[config.mk]
export PLATFORM = sky130hd
export DESIGN_NAME = fft_ctrl
export DESIGN_NICKNAME = d
export VERILOG_FILES = /design/src/rtl/fft_ctrl.sv
export SDC_FILE = /design/constraint.sdc
export NUM_CORES = 1
export LEC_CHECK = 0
export BUFFER_PORTS_ARGS = -buffer_cell sky130_fd_sc_hd__buf_2
export CAP_MARGIN = 25
export CORE_ASPECT_RATIO = 0.7
export CORE_MARGIN = 3
export CORE_UTILIZATION = 25
export CTS_BUF_LIST = sky130_fd_sc_hd__clkbuf_8 sky130_fd_sc_hd__clkbuf_16
export CTS_CLUSTER_SIZE = 16
export DETAILED_ROUTE_END_ITERATION = 8
export GPL_TIMING_DRIVEN = 0
export MAX_ROUTING_LAYER = met4
export PLACE_DENSITY = 0.47
export SLEW_MARGIN = 15
export SYNTH_ARGS = -nofsm -noshare
export SYNTH_HDL_FRONTEND = slang
export SYNTH_SLANG_ARGS = --single-unit
[constraint.sdc]
create_clock -name clk -period 3.5 [get_ports clk]
set_input_delay 0.35 -clock clk [delete_from_list [all_inputs] [get_ports clk]]
set_output_delay 0.35 -clock clk [all_outputs]
set_load 0.02 [all_outputs]
[src/rtl/fft_ctrl.sv]
// fft_ctrl: load / transform / readout sequencer for an in-place radix-2 DIT FFT on ping-pong RAMs.
// Optional macro FFT_CTRL_BITREV_LOAD_EN: bit-reverse load addresses so results emerge in natural order.
module fft_ctrl #(
    parameter int N        = 9,
    parameter int BFLY_LAT = 2
) (
    input  logic         clk,
    input  logic         reset,
    input  logic         fft_load,
    input  logic         fft_start,
    input  logic [N-1:0] add_rd,
    output logic [N-1:0] r0_add_a,
    output logic [N-1:0] r0_add_b,
    output logic [N-1:0] r1_add_a,
    output logic [N-1:0] r1_add_b,
    output logic         mem_write0,
    output logic         mem_write1,
    output logic [N-2:0] add_tw,
    output logic         read_sel,
    output logic         busy,
    output logic         fft_done
);
    localparam int SW = $clog2(N + 1);
    localparam int DW = (BFLY_LAT > 1) ? $clog2(BFLY_LAT) : 1;
    localparam logic [N-2:0]  J_LAST = '1;
    localparam logic [SW-1:0] S_LAST = SW'(N - 1);

    typedef enum logic [1:0] {IDLE, RUN, DRAIN} state_t;

    typedef struct packed {
        logic         vld;
        logic         wsel;
        logic [N-1:0] a;
        logic [N-1:0] b;
    } wr_t;

    typedef struct packed {
        logic [N-1:0] r0a, r0b, r1a, r1b;
        logic         we0, we1;
        logic [N-2:0] tw;
        logic         rsel, busy, done;
    } out_t;

    state_t                  state_q, state_d;
    logic [SW-1:0]           s_q, s_d;
    logic [N-2:0]            j_q, j_d;
    logic [DW-1:0]           dc_q, dc_d;
    logic [N-1:0]            lc_q, lc_d;
    out_t                    out_q, out_d;
    wr_t                     iss;
    wr_t [BFLY_LAT-1:0]      dly_q;
    logic                    go;

    function automatic logic [N-1:0] ld_addr(input logic [N-1:0] c);
`ifdef FFT_CTRL_BITREV_LOAD_EN
        for (int i = 0; i < N; i++) ld_addr[i] = c[N-1-i];
`else
        ld_addr = c;
`endif
    endfunction

    // Lower operand: insert a zero at bit s of j.
    function automatic logic [N-1:0] bf_a(input logic [SW-1:0] s, input logic [N-2:0] j);
        logic [N-1:0] jx, m;
        jx = {1'b0, j};
        m  = (N'(1) << s) - N'(1);
        return ((jx >> s) << (s + SW'(1))) | (jx & m);
    endfunction

    function automatic logic [N-2:0] bf_tw(input logic [SW-1:0] s, input logic [N-2:0] j);
        logic [N-1:0] m;
        m = (N'(1) << s) - N'(1);
        return (j & m[N-2:0]) << (SW'(N - 1) - s);
    endfunction

    always_comb begin
        state_d    = state_q;
        s_d        = s_q;
        j_d        = j_q;
        dc_d       = dc_q;
        lc_d       = lc_q;
        go         = 1'b0;
        iss        = '0;
        out_d      = '0;
        out_d.rsel = out_q.rsel;
        out_d.done = out_q.done;
        unique case (state_q)
            IDLE: begin
                if (fft_load) begin
                    out_d.we0  = 1'b1;
                    out_d.r0a  = ld_addr(lc_q);
                    out_d.r0b  = ld_addr(lc_q);
                    lc_d       = lc_q + N'(1);
                    out_d.rsel = 1'b0;
                    out_d.done = 1'b0;
                end else if (fft_start) begin
                    state_d    = RUN;
                    lc_d       = '0;
                    out_d.done = 1'b0;
                    s_d        = '0;
                    j_d        = '0;
                    go         = 1'b1;
                end else begin
                    out_d.r0a = add_rd;
                    out_d.r1a = add_rd;
                end
            end
            RUN: begin
                if (j_q == J_LAST) begin
                    state_d = DRAIN;
                    dc_d    = '0;
                end else begin
                    j_d = j_q + (N-1)'(1);
                    go  = 1'b1;
                end
            end
            DRAIN: begin
                if (dc_q == DW'(BFLY_LAT - 1)) begin
                    if (s_q == S_LAST) begin
                        state_d    = IDLE;
                        out_d.done = 1'b1;
                        out_d.rsel = 1'(N % 2);
                        out_d.r0a  = add_rd;
                        out_d.r1a  = add_rd;
                    end else begin
                        state_d = RUN;
                        s_d     = s_q + SW'(1);
                        j_d     = '0;
                        go      = 1'b1;
                    end
                end else begin
                    dc_d = dc_q + DW'(1);
                end
            end
            default: state_d = IDLE;
        endcase
        out_d.busy = (state_d != IDLE);

        if (go) begin
            iss.vld  = 1'b1;
            iss.wsel = ~s_d[0];
            iss.a    = bf_a(s_d, j_d);
            iss.b    = iss.a | (N'(1) << s_d);
            out_d.tw = bf_tw(s_d, j_d);
            if (s_d[0]) begin
                out_d.r1a = iss.a;
                out_d.r1b = iss.b;
            end else begin
                out_d.r0a = iss.a;
                out_d.r0b = iss.b;
            end
        end

        // Butterfly results land on the RAM opposite the one read in that stage.
        if (dly_q[BFLY_LAT-1].vld) begin
            if (dly_q[BFLY_LAT-1].wsel) begin
                out_d.r1a = dly_q[BFLY_LAT-1].a;
                out_d.r1b = dly_q[BFLY_LAT-1].b;
                out_d.we1 = 1'b1;
            end else begin
                out_d.r0a = dly_q[BFLY_LAT-1].a;
                out_d.r0b = dly_q[BFLY_LAT-1].b;
                out_d.we0 = 1'b1;
            end
        end
    end

    always_ff @(posedge clk) begin
        if (reset) begin
            state_q <= IDLE;
            s_q     <= '0;
            j_q     <= '0;
            dc_q    <= '0;
            lc_q    <= '0;
            out_q   <= '0;
            dly_q   <= '0;
        end else begin
            state_q  <= state_d;
            s_q      <= s_d;
            j_q      <= j_d;
            dc_q     <= dc_d;
            lc_q     <= lc_d;
            out_q    <= out_d;
            dly_q[0] <= iss;
            for (int i = 1; i < BFLY_LAT; i++) dly_q[i] <= dly_q[i-1];
        end
    end

    assign r0_add_a   = out_q.r0a;
    assign r0_add_b   = out_q.r0b;
    assign r1_add_a   = out_q.r1a;
    assign r1_add_b   = out_q.r1b;
    assign mem_write0 = out_q.we0;
    assign mem_write1 = out_q.we1;
    assign add_tw     = out_q.tw;
    assign read_sel   = out_q.rsel;
    assign busy       = out_q.busy;
    assign fft_done   = out_q.done;
endmodule

-- Yosys cells after proc, flatten, opt, wreduce, memory -nomap -nowiden
Cells that the tools add are included.
- logic and storage cells: 116
- memory bits (read-only): 0
- output and inout bits: 49
- memories: 0
- bits of input ports: 13
- bits in writable memories: 0
- latch bits: 0
- flip-flop bits (word level): 113
- $add $sub $neg: 7
- order comparisons: 0
- equal/unequal tests: 9
- shift operators: 4
- div/mod/pow operators: 0
- multiplexer cells: 55
- multiply operators: 0
- reduce and logical (&&, ||, !) cells: 11
- bitwise gates (word level): 7
- operator list (cell ; count):
    $mux W9 ; 9
    $mux W18 ; 4
    $mux W8 ; 5
    $mux W38 ; 1
    $mux W36 ; 1
    $pmux W9 S2 ; 2
    $pmux W8 S3 ; 1
    $mux W20 ; 1
    $or A9 B9 Y9 ; 2
    $mux W1 ; 17
    $mux W4 ; 4
    $add A9 B1 Y9 const B ; 1
    $and A8 B9 Y9 ; 1
    $shl A1 B4 Y9 const A ; 1
    $shl A9 B4 Y9 ; 1
    $shr A8 B4 Y9 ; 1
    $sub A9 B2 Y9 const B ; 1
    $add A4 B1 Y4 const B ; 2
    $add A8 B1 Y8 const B ; 1
    $and A8 B8 Y8 ; 1
    $eq A8 B8 Y1 const B ; 1
    $mux W2 ; 4
    $ne A2 B2 Y1 const B ; 4
    $pmux W4 S2 ; 1
    16 further kinds ; 26

-- Depth between registers and ports, before layout
- depth in word-level cells: 13
- gate-level depth with buffers: 21
- depth with buffers taken out: 18

-- Least setup slack after synthesis
Ideal clock, no wire load.
- path type: reg2reg
- start: reg s_q[0]
- end: reg out_q, in the netlist add_tw[6]
- arrival time: 3.706 ns
- clock period less this slack: 3.781 ns
- buffers on the path: 4
- slack: -0.281 ns
- data required time: 3.425 ns
- setup time: 0.075 ns
- stages on the path, launching flop included: 20
- cells stage by stage: dfxtp_1 inv_1 ha_1 and3b_1 buf_2 o211ai_2 nand2_4 clkbuf_1 buf_1 ha_1 clkbuf_1 nand2_1 ha_1 inv_1 or3_1 a211o_1 a31o_2 o211ai_1 o21ai_0 o22ai_1
- longest elaborated chain between the ends: 8
- elaborated cells between the ends (all ways): 20
- classes of those cells: 3 x add/sub; 1 x eq/ne; 2 x shift; 11 x mux; 2 x bitwise; 1 x reduce/logical
- RTL lines (element ; RTL line ; source):
    start: declaration ; 45 ; logic [SW-1:0] s_q, s_d;
    start signal: assignment ; 171 ; s_q <= '0;
    start signal: assignment ; 179 ; s_q <= s_d;
    $add A4 B1 Y4 / $eq A4 B4 Y1 (equally long branches) ; 127, 119 ;
    $mux W4 ; 119 ; if (s_q == S_LAST) begin
    $mux W4 ; 118 ; if (dc_q == DW'(BFLY_LAT - 1)) begin
    $pmux W4 S2 * ; 87 ; unique case (state_q)
    named net s_d[0] ; 45 ;
    $shl A1 B4 Y9 ; 72 ; m = (N'(1) << s) - N'(1);
    $sub A9 B2 Y9 ; 72 ;
    $and A8 B8 Y8 ; 73 ; return (j & m[N-2:0]) << (SW'(N - 1) - s);
    $shl A8 B4 Y8 * ; 73 ;
    end signal: assignment ; 183 ; out_q <= out_d;
    end: declaration ; 49 ; out_t out_q, out_d;
Mark *: on every way through the listed nets, which the timed path passes. The rest lies on a longest branch.
A chain may end at the register's enable or synchronous reset.

-- Final worst setup path
- start: reg state_q[0]
- end: reg out_q, in the netlist r1_add_a[7]
- longest elaborated chain between the ends: 10
- elaborated cells between the ends (all ways): 18
- classes of those cells: 2 x add/sub; 2 x eq/ne; 3 x shift; 8 x mux; 2 x bitwise; 1 x reduce/logical
- RTL lines (element ; RTL line ; source):
    start: declaration ; 44 ; state_t state_q, state_d;
    start signal: assignment ; 178 ; state_q <= state_d;
    $eq A2 B2 Y1 / $logic_not A2 Y1 (equally long branches) ; 87 ;
    $pmux W4 S2 ; 87 ;
    $shl A1 B4 Y9 ; n/a ;
    $sub A9 B2 Y9 ; n/a ;
    $and A8 B9 Y9 ; 67 ; return ((jx >> s) << (s + SW'(1))) | (jx & m);
    $or A9 B9 Y9 ; 67 ;
    $mux W18 ; 145 ; if (s_d[0]) begin
    $mux W36 * ; 139 ; if (go) begin
    $mux W18 ; 156 ; if (dly_q[BFLY_LAT-1].wsel) begin
    $mux W38 * ; 155 ; if (dly_q[BFLY_LAT-1].vld) begin
Mark *: on every way between the ends. The rest lies on a longest branch, timed or not.

==> reports/results.env <==
P_INT_W=0.00254
SYN2LAYOUT_AREA_GROWTH_PCT=32.6
SYN-INSTANCE-COUNT=706
CRIT-REG2REG-CAPTURE='r1_add_a[7]'
DETAIL_ROUTE.VIAS_PER_CELL=5.18
WORST_R2R_STARTPOINT='state_q[0]'
CLOCKBUFFERDEPTH=2
TIMING.HOLD.WORST_ENDPOINT='r1_add_a[4]'
FINAL_CELL_MIX='dfxtp_1 (108), nor2_1 (78), buf_2 (63)'
PORT_BUFS=61
HPWLAFTERDP_MM=16.4
DIE_AR_UM2=25200
MAX-SLEW-MARGIN-REL_PCT=37.9
WIRELENGTH_MM=22.1
LAYOUT_COMMONEST_CELL='dfxtp_1'
SYNTH_AREA_PER_INST_UM2=8.26
CRIT_PATH_END_KIND='flip-flop'
CTS-HTREE-LEVELS=4
MIN_DELAY_PATH_DEPTH=3
ARRIVAL_NS=3.69
DIE-HEIGHT_UM=134
INSERTION_DELAY_NS=0.43
CTS_TREE='built'
NET_SWITCHING_POWER_W=0.000831
GRT-OVFL-TOTAL=0
WORST_SLEW_PIN_SLEW_NS=0.927
GRT_UTIL_ALL_LAYERS_PCT=18.1
RR_WORST_DEPTH=13
SEQUENTIALPOWERSHARE_PCT=39.2
FILLERS=2462
P_LEAK_nW=2.98
GRT_PASS1_WL_MM=33.8
FLOORPLAN.INITIALDENSITY_PCT=25.6
TIMING_HOLD_VIOLATIONS_FINAL=0
MIN_PATH_TYPE='in2reg'
COMBINATIONALPOWERSHARE_PCT=7.5
DRV.MAX_CAP_VIOLATION_COUNT=0
TOTAL_NUMBER_OF_CLOCK_TREE_SINKS=113
TIMING.SETUP.TNS_NS=0
CRITICAL_PATH.MAX_FANOUT=20
POST_ROUTE_CELLS_DRIVE_ABOVE_1_SHARE_PCT=26.9
PIN_COUNT=62
CTS_ROOT_BUFFER='clkbuf_16'
SETUP.REG_TO_REG.WORST_SLACK_NS=0.08
SYNTH.FF_LATCH_COUNT=113
RSZ0062_AT_GRT='yes'
CLKTRANSATPATHREGS_NS=0.06
DRT_FIRST_ITER_VIOLATIONS=669
MIN_FROM='add_rd[4]'
NUMBER_OF_GLOBAL_ROUTE_VIAS_BEFORE_REPAIR=5424
WORSTSETUPSTARTPOINTTYPE='flip-flop'
POWER.DENSITY_CELL_AREA_nW_PER_UM2=436
FIN_CRIT_NS=3.42
FINAL_CORE_UTIL_PCT=33.9
TIMING_MAX_TRANSITION_VIOLATIONS_FINAL=0
FIN_WORST_SKEW_NS=0.00902
PWR-SHARE-CLK_PCT=53.3
PLACEMENT.SETUP.WORST_SLACK_NS=-0.986
DRC_ERRORS=0
FINALWEIGHTEDCONGESTION=0.950
YOSYS_MOST_USED_DFF='dfxtp_1'
FIRST_PASS_ITERATION_COUNT_OF_THE_DETAILED_ROUTER=5
SYN_AREA_UM2=5830
VDD_IR_DROP_MAX_mV=0.304
PLACE.DETAILED.INSTANCES=1079
HOLD_WS_NS=0.205
OUTCOME='complete, no violations'
SEQ_AREA_FRAC_SYNTH_PCT=38.8
FMAXACHIEVABLE_MHz=292
LAYOUTNONFILLERINSTCOUNT=1125
POST_DRT_WL_PER_CELL_UM=19.7
DRTANTENNAVIOLNETS=0
FP.COREAREA_UM2=22800
MAPPEDNETLISTNETS=732
REPORT.FINAL.SETUP_VIOL=0
NUMBER_OF_NETS_AT_THE_END_OF_THE_FLOW=826
NUMBER_OF_ENABLE_TYPE_REGISTER_CELLS_IN_THE_SYNTHESIZED_NETLIST=0
POWER.SHARE.SWITCHING_PCT=24.6
CRITICALPATHCATEGORY='reg2reg'
SYNTHARSTFLOPSHARE_PCT=0
CTS-BUFFERS-INSERTED=17
GRT_START_MAX_NET_PINS=21
PERIOD_UTILIZATION_POST_ROUTE_PCT=97.8
DIEWIDTH_UM=189
WORST_SLACK_NS=0.0774
CP.REQUIRED_NS=3.77
YOSYSWARNINGCOUNT=0
DR_TOTAL_VIAS=5829
ANTENNA_FOUND_INITIAL=0
PLACEMENTROWS=46
DIODES=0
YS_TYPES=90
## power by group through the flow
stage	Sequential, W	Combinational, W	Clock [W]
2_1_floorplan	0.00137	0.000130	0
3_3_place_gp	0.00135	0.000239	0
3_5_place_dp	0.00135	0.000238	0
4_1_cts	0.00132	0.000245	0.00182
5_1_grt	0.00132	0.000275	0.00188
6_report	0.00132	0.000254	0.00180
## Yosys cell counts (6+ instances only)
library cell / n / share of area (%)
buf_2: 10 / 0.86
nand2b_1: 7 / 0.75
o22ai_1: 6 / 0.64
dfxtp_1: 113 / 39
nor3_1: 19 / 1.6
and2_1: 10 / 1.1
a311oi_1: 9 / 1.4
a31oi_1: 18 / 1.9
o21ai_0: 30 / 2.6
clkbuf_1: 28 / 1.8
o211ai_1: 8 / 1.0
xnor2_1: 6 / 0.90
inv_1: 16 / 1.0
and3_1: 10 / 1.1
o21ai_1: 9 / 0.77
nor2b_1: 24 / 2.6
nand3_1: 24 / 2.1
a211oi_1: 10 / 1.3
o31ai_1: 8 / 1.0
ha_1: 13 / 2.8
nor3b_1: 9 / 1.2
nor2_1: 80 / 5.1
or3_1: 7 / 0.75
a21oi_1: 58 / 5.0
nand2_1: 62 / 4.0
## layer usage
metal	global-route usage (%)	vias up	routed length, um
met5	-	-	0
met4	3.56	0	189
met2	22.0	245	8210
met3	4.28	19	1770
li1	-	2770	-
met1	29.1	2795	11900
## cells by family after synthesis
family	share of synthesized area, %
AOI/OAI and AO/OA	25.7
DFF	38.8
and+or+nand+nor	25.7
xor gates and xnor gates	1.05
muxes	1.29
adders and majority gates	2.79
buffers and inverters	4.65
## worst max path at each step
| stage | startpoint | to | slack, ns | cells after the start |
|---|---|---|---|---|
| 2_1_floorplan | s_q[0] | add_tw[6] | 0.005 | 20 |
| 3_3_place_gp | s_q[0] | r1_add_a[6] | -0.98 | 20 |
| 3_5_place_dp | s_q[0] | r1_add_a[6] | -0.99 | 20 |
| 4_1_cts | s_q[1] | r1_add_a[6] | 0.007 | 12 |
| 5_1_grt | j_q[1] | r1_add_a[2] | -0.06 | 12 |
| 6_report | state_q[0] | r1_add_a[7] | 0.08 | 13 |
## critical path, cell delays in order (launching register included)
cell      delay, ns
dfxtp_4        0.37
or4b_4         0.60
o211ai_4       0.14
nand2_4        0.10
clkbuf_8       0.22
ha_2           0.22
ha_4           0.19
or3_4          0.38
nor2_1         0.13
xnor2_1        0.16
a21oi_2        0.12
a31oi_2        0.21
o311a_4        0.29
o22ai_1        0.12
## flip-flops by register name (all words and copies together), names as in the netlist
name and count:
dly_q 40, lc_q 9, r0_add_a 9, r0_add_b 9, r1_add_a 9, r1_add_b 9, add_tw 8, j_q 8
s_q 4, state_q 2, busy 1, dc_q 1, fft_done 1, mem_write0 1, mem_write1 1, read_sel 1
## what timing repair did
action / in CTS / in global routing
endpoints found under the setup margin: 60 / 45
hold buffers: 0 / 0
gates resized for setup: 71 / 33
pin swaps: 15 / 15
setup buffers: 11 / 7
## area by class of cell
| type | count | area, um^2 | area share (%) |
|---|---|---|---|
| multi-input cells | 530 | 3670 | 47.5 |
| flip-flops and latches | 113 | 2280 | 29.5 |
| clock buffers | 19 | 453 | 5.86 |
| repair buffers | 78 | 445 | 5.76 |
| well taps | 312 | 390 | 5.05 |
| plain buffers | 41 | 265 | 3.43 |
| clock inverters | 13 | 158 | 2.04 |
| inverters | 19 | 73.8 | 0.954 |
## metrics by stage
step / power [W] / instance area [um^2]
6_report: 0.00337 / 7730
5_1_grt: 0.00348 / 7730
4_1_cts: 0.00339 / 7540
3_5_place_dp: 0.00159 / 6560
3_3_place_gp: 0.00159 / 6560
2_1_floorplan: 0.00150 / 5870
No activity file was read; power rests on OpenSTA's default activity.
